$ cat src/rtl/pipe_trace_monitor_if.sv
// ---------------------------------------------------------------------------
// pipe_trace_monitor_if
//   Bundle between the CPU-side stimulus/observation point and the
//   pipe_trace_monitor. Carries the run request, the per-stage valid and
//   instruction buses, and the monitor's status and counters.
//
//   Parameters (must match the monitor instance):
//     NUM_STAGES  number of monitored pipeline stages
//     INSTR_W     instruction width per stage
//     CNT_W       width of the cycle and per-stage counters
//
//   Signals:
//     start        run request (driven by master)
//     stage_valid  per-stage instruction valid (driven by master)
//     stage_instr  per-stage instruction, stage i at [i*INSTR_W +: INSTR_W]
//     running      monitor is counting (driven by slave)
//     done         run finished (driven by slave)
//     timeout      run ended on the cycle budget (driven by slave)
//     hang         run ended on last-stage stall detection (driven by slave)
//     cycle_count  cycles spent in the current/last run (driven by slave)
//     stage_count  per-stage valid counts, stage i at [i*CNT_W +: CNT_W]
//
//   Modports:
//     master  stimulus side (bench / CPU wrapper)
//     slave   the monitor
// ---------------------------------------------------------------------------
interface pipe_trace_monitor_if #(
  parameter int NUM_STAGES = 2,
  parameter int INSTR_W    = 32,
  parameter int CNT_W      = 32
);
  logic                          start;
  logic [NUM_STAGES-1:0]         stage_valid;
  logic [NUM_STAGES*INSTR_W-1:0] stage_instr;
  logic                          running;
  logic                          done;
  logic                          timeout;
  logic                          hang;
  logic [CNT_W-1:0]              cycle_count;
  logic [NUM_STAGES*CNT_W-1:0]   stage_count;

  modport master (
    output start, stage_valid, stage_instr,
    input  running, done, timeout, hang, cycle_count, stage_count
  );

  modport slave (
    input  start, stage_valid, stage_instr,
    output running, done, timeout, hang, cycle_count, stage_count
  );
endinterface

$ cat src/rtl/pipe_trace_monitor.sv
// ---------------------------------------------------------------------------
// pipe_trace_monitor
//   Cycle-accounting and run-control monitor that sits beside the CPU in the
//   simulation top. While a run is active it counts cycles and per-stage
//   valid instructions, and it ends the run either when a cycle budget is
//   used up or when the last monitored stage stays frozen on the same valid
//   instruction for STALL_LIMIT consecutive samples. All outputs come from
//   registers; there is no combinational input-to-output path.
//
//   Parameters:
//     NUM_STAGES   monitored stages (1..8); stage 0 = fetch, NUM_STAGES-1 = last
//     INSTR_W      instruction width per stage
//     CNT_W        width of cycle and per-stage counters (saturating)
//     MAX_CYCLES   cycle budget per run, 0 = unlimited
//     STALL_LIMIT  consecutive frozen last-stage samples that flag a hang (>=1)
//
//   Ports:
//     clk   clock, all logic on the rising edge
//     rst   synchronous active-low reset, overrides start
//     bus   pipe_trace_monitor_if.slave: start, stage_valid, stage_instr in;
//           running, done, timeout, hang, cycle_count, stage_count out
//
//   Optional feature:
//     PIPE_TRACE_MONITOR_TRACE_EN  when defined, compiles simulation-only
//     $display tracing of every counted cycle and of the end-of-run reason.
//     When undefined, no display statements exist and behaviour is identical.
// ---------------------------------------------------------------------------
// State table
//   state  | meaning
//   S_IDLE | after reset; counters hold, waits for start
//   S_RUN  | counting cycles and stage valids, watching for budget/hang
//   S_DONE | run ended; counters and flags hold, start begins a new run
// ---------------------------------------------------------------------------
module pipe_trace_monitor #(
  parameter int NUM_STAGES  = 2,
  parameter int INSTR_W     = 32,
  parameter int CNT_W       = 32,
  parameter int MAX_CYCLES  = 20,
  parameter int STALL_LIMIT = 8
) (
  input logic                 clk,
  input logic                 rst,
  pipe_trace_monitor_if.slave bus
);

  localparam int L  = NUM_STAGES - 1;
  localparam int SW = $clog2(STALL_LIMIT + 1);

  localparam logic [CNT_W-1:0] CNT_ALL1       = {CNT_W{1'b1}};
  localparam logic [CNT_W-1:0] CNT_ONE        = CNT_W'(1);
  localparam logic [SW-1:0]    STALL_LIM_V    = SW'(STALL_LIMIT);
  localparam logic [SW-1:0]    STALL_ONE      = SW'(1);
  localparam logic [63:0]      MAX_CYCLES_EXT = 64'(MAX_CYCLES);

  typedef enum logic [1:0] {
    S_IDLE = 2'd0,
    S_RUN  = 2'd1,
    S_DONE = 2'd2
  } state_t;

  state_t                         r_state;
  state_t                         w_state_next;
  logic                           w_start_run;

  logic [CNT_W-1:0]               r_cycle_cnt;
  logic [CNT_W-1:0]               w_cycle_next;
  logic [NUM_STAGES-1:0][CNT_W-1:0] r_stage_cnt;
  logic [NUM_STAGES-1:0][CNT_W-1:0] w_stage_next;

  logic [SW-1:0]                  r_stall_cnt;
  logic [SW-1:0]                  w_stall_next;
  logic                           r_prev_valid;
  logic [INSTR_W-1:0]             r_prev_instr;

  logic                           r_timeout;
  logic                           r_hang;

  logic                           w_last_valid;
  logic [INSTR_W-1:0]             w_last_instr;
  logic                           w_frozen;
  logic                           w_budget_hit;
  logic                           w_hang_hit;

  // Only the last stage's instruction feeds the logic; the other stages are
  // observed by the optional trace only.
  logic                           w_unused_instr;
  assign w_unused_instr = ^bus.stage_instr;

  // ---------------------------------------------------------------------
  // Datapath: saturating counters and last-stage freeze tracking
  // ---------------------------------------------------------------------
  always_comb begin
    w_last_valid = bus.stage_valid[L];
    w_last_instr = bus.stage_instr[L*INSTR_W +: INSTR_W];

    w_cycle_next = (r_cycle_cnt == CNT_ALL1) ? r_cycle_cnt : r_cycle_cnt + CNT_ONE;

    w_stage_next = r_stage_cnt;
    for (int i = 0; i < NUM_STAGES; i++) begin
      if (bus.stage_valid[i] && (r_stage_cnt[i] != CNT_ALL1)) begin
        w_stage_next[i] = r_stage_cnt[i] + CNT_ONE;
      end
    end

    // A frozen sample needs a valid previous sample; r_prev_valid is cleared
    // on run entry so the first cycle of a run never counts.
    w_frozen = w_last_valid && r_prev_valid && (w_last_instr == r_prev_instr);

    if (!w_frozen) begin
      w_stall_next = '0;
    end else if (r_stall_cnt == STALL_LIM_V) begin
      w_stall_next = r_stall_cnt;
    end else begin
      w_stall_next = r_stall_cnt + STALL_ONE;
    end

    // Compared at 64 bits so a budget wider than the counter never matches
    // a truncated value.
    w_budget_hit = (MAX_CYCLES != 0) && (64'(w_cycle_next) == MAX_CYCLES_EXT);
    w_hang_hit   = (w_stall_next == STALL_LIM_V);
  end

  // ---------------------------------------------------------------------
  // FSM: state register + next-state logic
  // ---------------------------------------------------------------------
  always_ff @(posedge clk) begin
    if (!rst) begin
      r_state <= S_IDLE;
    end else begin
      r_state <= w_state_next;
    end
  end

  always_comb begin
    w_state_next = r_state;
    w_start_run  = 1'b0;
    case (r_state)
      S_IDLE: begin
        if (bus.start) begin
          w_state_next = S_RUN;
          w_start_run  = 1'b1;
        end
      end
      S_RUN: begin
        if (w_budget_hit || w_hang_hit) begin
          w_state_next = S_DONE;
        end
      end
      S_DONE: begin
        if (bus.start) begin
          w_state_next = S_RUN;
          w_start_run  = 1'b1;
        end
      end
      default: begin
        w_state_next = S_IDLE;
      end
    endcase
  end

  // ---------------------------------------------------------------------
  // Counter / flag registers
  // ---------------------------------------------------------------------
  always_ff @(posedge clk) begin
    if (!rst || w_start_run) begin
      r_cycle_cnt  <= '0;
      r_stage_cnt  <= '0;
      r_stall_cnt  <= '0;
      r_prev_valid <= 1'b0;
      r_prev_instr <= '0;
      r_timeout    <= 1'b0;
      r_hang       <= 1'b0;
    end else if (r_state == S_RUN) begin
      r_cycle_cnt  <= w_cycle_next;
      r_stage_cnt  <= w_stage_next;
      r_stall_cnt  <= w_stall_next;
      r_prev_valid <= w_last_valid;
      r_prev_instr <= w_last_instr;
      // Both hits can land on the same edge; each flag records its own cause.
      r_timeout    <= w_budget_hit;
      r_hang       <= w_hang_hit;
    end
  end

  assign bus.running     = (r_state == S_RUN);
  assign bus.done        = (r_state == S_DONE);
  assign bus.timeout     = r_timeout;
  assign bus.hang        = r_hang;
  assign bus.cycle_count = r_cycle_cnt;
  assign bus.stage_count = r_stage_cnt;

  // ---------------------------------------------------------------------
  // Optional simulation trace
  // ---------------------------------------------------------------------
`ifdef PIPE_TRACE_MONITOR_TRACE_EN
  always @(posedge clk) begin
    if (rst && (r_state == S_RUN)) begin
      $display("[pipe_trace_monitor] cycle %0d", w_cycle_next);
      for (int i = 0; i < NUM_STAGES; i++) begin
        $display("[pipe_trace_monitor]   stage %0d valid %b instr %h",
                 i, bus.stage_valid[i], bus.stage_instr[i*INSTR_W +: INSTR_W]);
      end
      if (w_budget_hit || w_hang_hit) begin
        if (w_budget_hit && w_hang_hit) begin
          $display("[pipe_trace_monitor] run end: BOTH");
        end else if (w_budget_hit) begin
          $display("[pipe_trace_monitor] run end: TIMEOUT");
        end else begin
          $display("[pipe_trace_monitor] run end: HANG");
        end
        for (int i = 0; i < NUM_STAGES; i++) begin
          $display("[pipe_trace_monitor]   stage %0d count %0d", i, w_stage_next[i]);
        end
      end
    end
  end
`else
  // Trace disabled: no display statements are compiled.
`endif

endmodule

$ cat src/flat_wrapper.sv
// flat-port wrapper written by rule: the top's interface ports become plain ports
module pipe_trace_monitor_flat 
#(
  parameter int NUM_STAGES  = 2,
  parameter int INSTR_W     = 32,
  parameter int CNT_W       = 32,
  parameter int MAX_CYCLES  = 20,
  parameter int STALL_LIMIT = 8
)
  (clk, rst, bus_start, bus_stage_valid, bus_stage_instr, bus_running, bus_done, bus_timeout, bus_hang, bus_cycle_count, bus_stage_count);
  pipe_trace_monitor_if #(.NUM_STAGES(NUM_STAGES), .INSTR_W(INSTR_W), .CNT_W(CNT_W)) bus_i ();
  input logic clk;
  input logic rst;
  input wire logic [$bits(bus_i.start)-1:0] bus_start;
  input wire logic [$bits(bus_i.stage_valid)-1:0] bus_stage_valid;
  input wire logic [$bits(bus_i.stage_instr)-1:0] bus_stage_instr;
  output wire logic [$bits(bus_i.running)-1:0] bus_running;
  output wire logic [$bits(bus_i.done)-1:0] bus_done;
  output wire logic [$bits(bus_i.timeout)-1:0] bus_timeout;
  output wire logic [$bits(bus_i.hang)-1:0] bus_hang;
  output wire logic [$bits(bus_i.cycle_count)-1:0] bus_cycle_count;
  output wire logic [$bits(bus_i.stage_count)-1:0] bus_stage_count;
  assign bus_i.start = bus_start;
  assign bus_i.stage_valid = bus_stage_valid;
  assign bus_i.stage_instr = bus_stage_instr;
  assign bus_running = bus_i.running;
  assign bus_done = bus_i.done;
  assign bus_timeout = bus_i.timeout;
  assign bus_hang = bus_i.hang;
  assign bus_cycle_count = bus_i.cycle_count;
  assign bus_stage_count = bus_i.stage_count;
  pipe_trace_monitor #(.NUM_STAGES(NUM_STAGES), .INSTR_W(INSTR_W), .CNT_W(CNT_W), .MAX_CYCLES(MAX_CYCLES), .STALL_LIMIT(STALL_LIMIT)) u_core (.clk(clk), .rst(rst), .bus(bus_i));
endmodule
$ cat config.mk
export PLATFORM = sky130hd
export DESIGN_NAME = pipe_trace_monitor_flat
export DESIGN_NICKNAME = d
export VERILOG_FILES = /design/src/rtl/pipe_trace_monitor_if.sv /design/src/rtl/pipe_trace_monitor.sv /design/src/flat_wrapper.sv
export SDC_FILE = /design/constraint.sdc
export NUM_CORES = 1
export LEC_CHECK = 0
export BUFFER_PORTS_ARGS = -buffer_cell sky130_fd_sc_hd__buf_2
export CAP_MARGIN = 10
export CORE_MARGIN = 2
export CORE_UTILIZATION = 50
export CTS_BUF_LIST = sky130_fd_sc_hd__clkbuf_2
export DETAILED_ROUTE_END_ITERATION = 16
export GPL_TIMING_DRIVEN = 0
export PLACE_DENSITY_LB_ADDON = 0.2
export REMOVE_ABC_BUFFERS = 1
export SKIP_LAST_GASP = 1
export SLEW_MARGIN = 20
export SYNTH_ARGS = -nofsm -noshare
export SYNTH_HDL_FRONTEND = slang
export SYNTH_SLANG_ARGS = --single-unit
$ cat constraint.sdc
create_clock -name clk -period 4.6 [get_ports clk]
set_input_delay 0 -clock clk [delete_from_list [all_inputs] [get_ports clk]]
set_output_delay 0 -clock clk [all_outputs]
set_load 0.05 [all_outputs]
==> impl_metrics.toml <==
[layout]
layout.cells.non_filler = 1249
finalNetCount = 1133
fillCellCount = 1200
drive_gt1_share_pct = 17.7
syn_to_final_growth_pct = 26.8

[worst_hold_path]
holdPathStages = 4
hp-class = "in -> reg"

[sta]
worstMarginPinSlew_ns = 1.04
hold_viol_final = 0
final.setup.tns_ns = 0
clock_skew_ns = 0.0387
final.min_clock_period_ns = 3.77
setup-violations-final = 0
maxSlewViolCount = 0
fin_crit_sh_pct = 82.1
relSlewSlack_pct = 30.1
hold_ws_ns = 0.218
rsz0062_at_grt = "false"
fmax_ghz = 0.265

[pwr]
p_leak_nw = 3.51
vdd_drop_max_uv = 191
p_sw_uw = 626
switching_share_pct = 27.3
power_density_nw_per_um2 = 263
combinationalPowerShare_pct = 11.0
p_seq_share_pct = 53.3
clkPwrFrac_pct = 35.7
p_int_mw = 1.67

[synthesis]
ys_ff_latch = 137
synth_area_leaders = "dfxtp_1 40%, xor2_1 9.3%, nand2_1 7.5%, xnor2_1 6.9%, nor2_1 6.7%"
synth_area_per_cell_um2 = 7.95
ys.flop_type = "dfxtp_1"
synthArstFlopShare_pct = 0
synthDistinctLibCells = 55
netlist_instances = 865
ys_seq_area_share_pct = 39.9
synth_edf_count = 0
ys_warn_count = 0
synth.top_cell.area_share_pct = 39.9
syn-cell-area_um2 = 6880
synth_top_area_cell = "dfxtp_1"

[cts]
htree_levels = 4
cts.clk_slew.worst_paths_ns = 0.20
numCtsBuffers = 17
cts_resized = 0
root_buffer = "clkbuf_2"
cts_sinks = 137
clk_latency_ns = 0.71
cts_tree = "built"
clockBufferDepth = 2

[global_route]
grt_pass1_vias = 6168
grt_first_pass_wirelength_um = 28700
grt_overflow_total = 0
grt_usage_pct = 23.9
grt_antenna_before_repair = 1
grt_max_degree = 70

[route]
routed_wl_um = 17500
firstDrtPassIters = 5
drc = 0
vias = 6607
via_per_inst = 5.29
postRouteAntennaNets = 0
wl_per_cell_um = 14.0
drtIter0Drc = 489

[critical_path]
crit_type = "reg -> reg"
rrSetupSlack_ns = 0.83
critical_path_peak_fanout = 9
slowest_delay_ns = 0.53
cp-start-kind = "register"
crit_required_ns = 5.24
cp-end-kind = "register"
arrival_ns = 4.41
crit_path_frequent_cell = "nand2_1"
slowest_stage = "dfxtp_1"
cp_cell_sequence = "ha_1 -> nand3_4 -> nor4_4 -> nand2_1 -> a2bb2oi_1 -> nand4_1 -> or4_1 -> or4_4 -> nand2_1 -> dlygate4sd3_1"
reg2reg_depth = 10

[run]
cap_violations = 0

[floorplan]
rows = 42
ios = 169
die_y_um = 121
dieArea_um2 = 14700
initial_utilization_pct = 51.5
core_um2 = 13300
die_w_um = 121

[placement]
gp_congestion = 0.834
hpwl_um = 11200
dp_cells = 1145
port_buffers = 136

[run_status]
status = "finished clean"
[routing by layer]
layer | up-vias | wire length, µm | track usage [%]
li1 | 3359 | - | -
met1 | 3054 | 7900 | 30.8
met2 | 178 | 8440 | 40.1
met3 | 16 | 979 | 6.16
met5 | - | 0 | 0
met4 | 0 | 153 | 5.82
[final timing paths]
kind,startpoint,to
hold reg to reg,u_core.bus.timeout$_SDFFE_PP0P_,u_core.bus.timeout$_SDFFE_PP0P_
hold / removal,rst,u_core.r_stall_cnt[3]$_SDFFE_PP0P_
setup / recovery,u_core.bus.cycle_count[0]$_SDFFE_PP0P_,u_core.r_state[1]$_SDFFE_PN0P_
setup reg to reg,u_core.bus.cycle_count[0]$_SDFFE_PP0P_,u_core.r_state[1]$_SDFFE_PN0P_
[critical path: cells and delay by family (launching register included)]
| kind | cells | cell delay [ns] |
|---|---|---|
| buf+inv | 1 | 0.53 |
| simple gates | 7 | 2.09 |
| fa+ha+maj | 1 | 0.39 |
| flops | 1 | 0.53 |
| compound gates | 1 | 0.17 |
[through the flow]
| stage | power (mW) | util, % | setup slack (ns) | area, µm² |
|---|---|---|---|---|
| finish | 2.29 | 65.4 | 0.825 | 8720 |
| global placement | 1.43 | 57.2 | -0.206 | 7640 |
| floorplan | 1.37 | - | 0.895 | 6740 |
| global route | 2.39 | 65.4 | 0.557 | 8720 |
| CTS | 2.30 | 65.3 | 0.838 | 8720 |
| detailed placement | 1.45 | 57.9 | 1.31 | 7730 |
[Yosys cell counts (6+ instances only)]
library cell  instances
nand4_1              39
or3_1                13
and2_1                6
clkbuf_1             28
nor2_1              122
nor4_1               17
o21ai_0              21
nor3_1               16
nand2_1             137
buf_2                 6
xnor2_1              54
inv_1                14
and4_1                7
and3_1               19
nand3_1              34
dfxtp_1             137
xor2_1               73
a21oi_1              55
[area by class of cell]
| class | instances | area [µm²] | area share, % |
|---|---|---|---|
| Sequential cell | 137 | 2740 | 31.4 |
| Antenna cell | 1 | 2.50 | 0.0287 |
| Clock buffer | 17 | 85.1 | 0.975 |
| Timing Repair Buffer | 210 | 1470 | 16.8 |
| Clock inverter | 15 | 198 | 2.27 |
| Multi-Input combinational cell | 679 | 3960 | 45.4 |
| Inverter | 14 | 52.6 | 0.602 |
| Tap cell | 176 | 220 | 2.52 |
[sequential cells by signal, summed over array words and instances, names as in the netlist]
| signal | flops |
|---|---|
| u_core.r_prev_valid | 1 |
| u_core.bus.hang | 1 |
| u_core.bus.cycle_count | 32 |
| u_core.r_stall_cnt | 4 |
| u_core.r_state | 2 |
| u_core.bus.stage_count | 64 |
| u_core.bus.timeout | 1 |
| u_core.r_prev_instr | 32 |
[cells in the final DEF, fill, tap and decap left out, types with 4 or more instances in the layout]
master | synthesis | final
bufinv_16 | 0 | 4
ha_1 | 5 | 5
dfxtp_1 | 137 | 137
clkinv_2 | 0 | 4
dlygate4sd3_1 | 0 | 71
nor2_1 | 122 | 122
or3_1 | 13 | 13
nand2_1 | 137 | 136
nand3_1 | 34 | 34
nand4b_1 | 4 | 4
nor3_1 | 16 | 16
inv_1 | 14 | 13
clkbuf_2 | 0 | 17
nor4_1 | 17 | 17
xor2_1 | 73 | 73
and3_1 | 19 | 19
xnor2_1 | 54 | 54
nand4_1 | 39 | 39
a31oi_1 | 5 | 4
a21oi_1 | 55 | 55
or4_1 | 5 | 5
o21ai_0 | 21 | 21
buf_2 | 6 | 136
and2_1 | 6 | 6
nor2b_1 | 5 | 5
and4_1 | 7 | 7
[logic make-up after synthesis]
family                     count (synthesis)  synth area share, %
AOI/OAI and AO/OA                        100                 8.35
and+or+nand+nor                          444                 31.4
adders and majority gates                  5                0.909
xor gates and xnor gates                 127                 16.2
buffers and inverters                     49                 2.84
muxes                                      3                0.437
DFF                                      137                 39.9
[power groups by stage]
stage | sequential (mW) | clock, mW | combinational [mW]
2_1_floorplan | 1.25 | 0 | 0.113
3_3_place_gp | 1.25 | 0 | 0.185
3_5_place_dp | 1.25 | 0 | 0.200
4_1_cts | 1.22 | 0.836 | 0.245
5_1_grt | 1.23 | 0.893 | 0.273
6_report | 1.22 | 0.819 | 0.251
[timing repair]
| action | in CTS | in global routing |
|---|---|---|
| buffers inserted | 0 | 0 |
| hold buffers | 71 | 0 |
| endpoints found under the setup margin | 0 | 0 |
| endpoints found under the hold margin | 137 | 0 |
No activity file was read; power rests on OpenSTA's default activity.
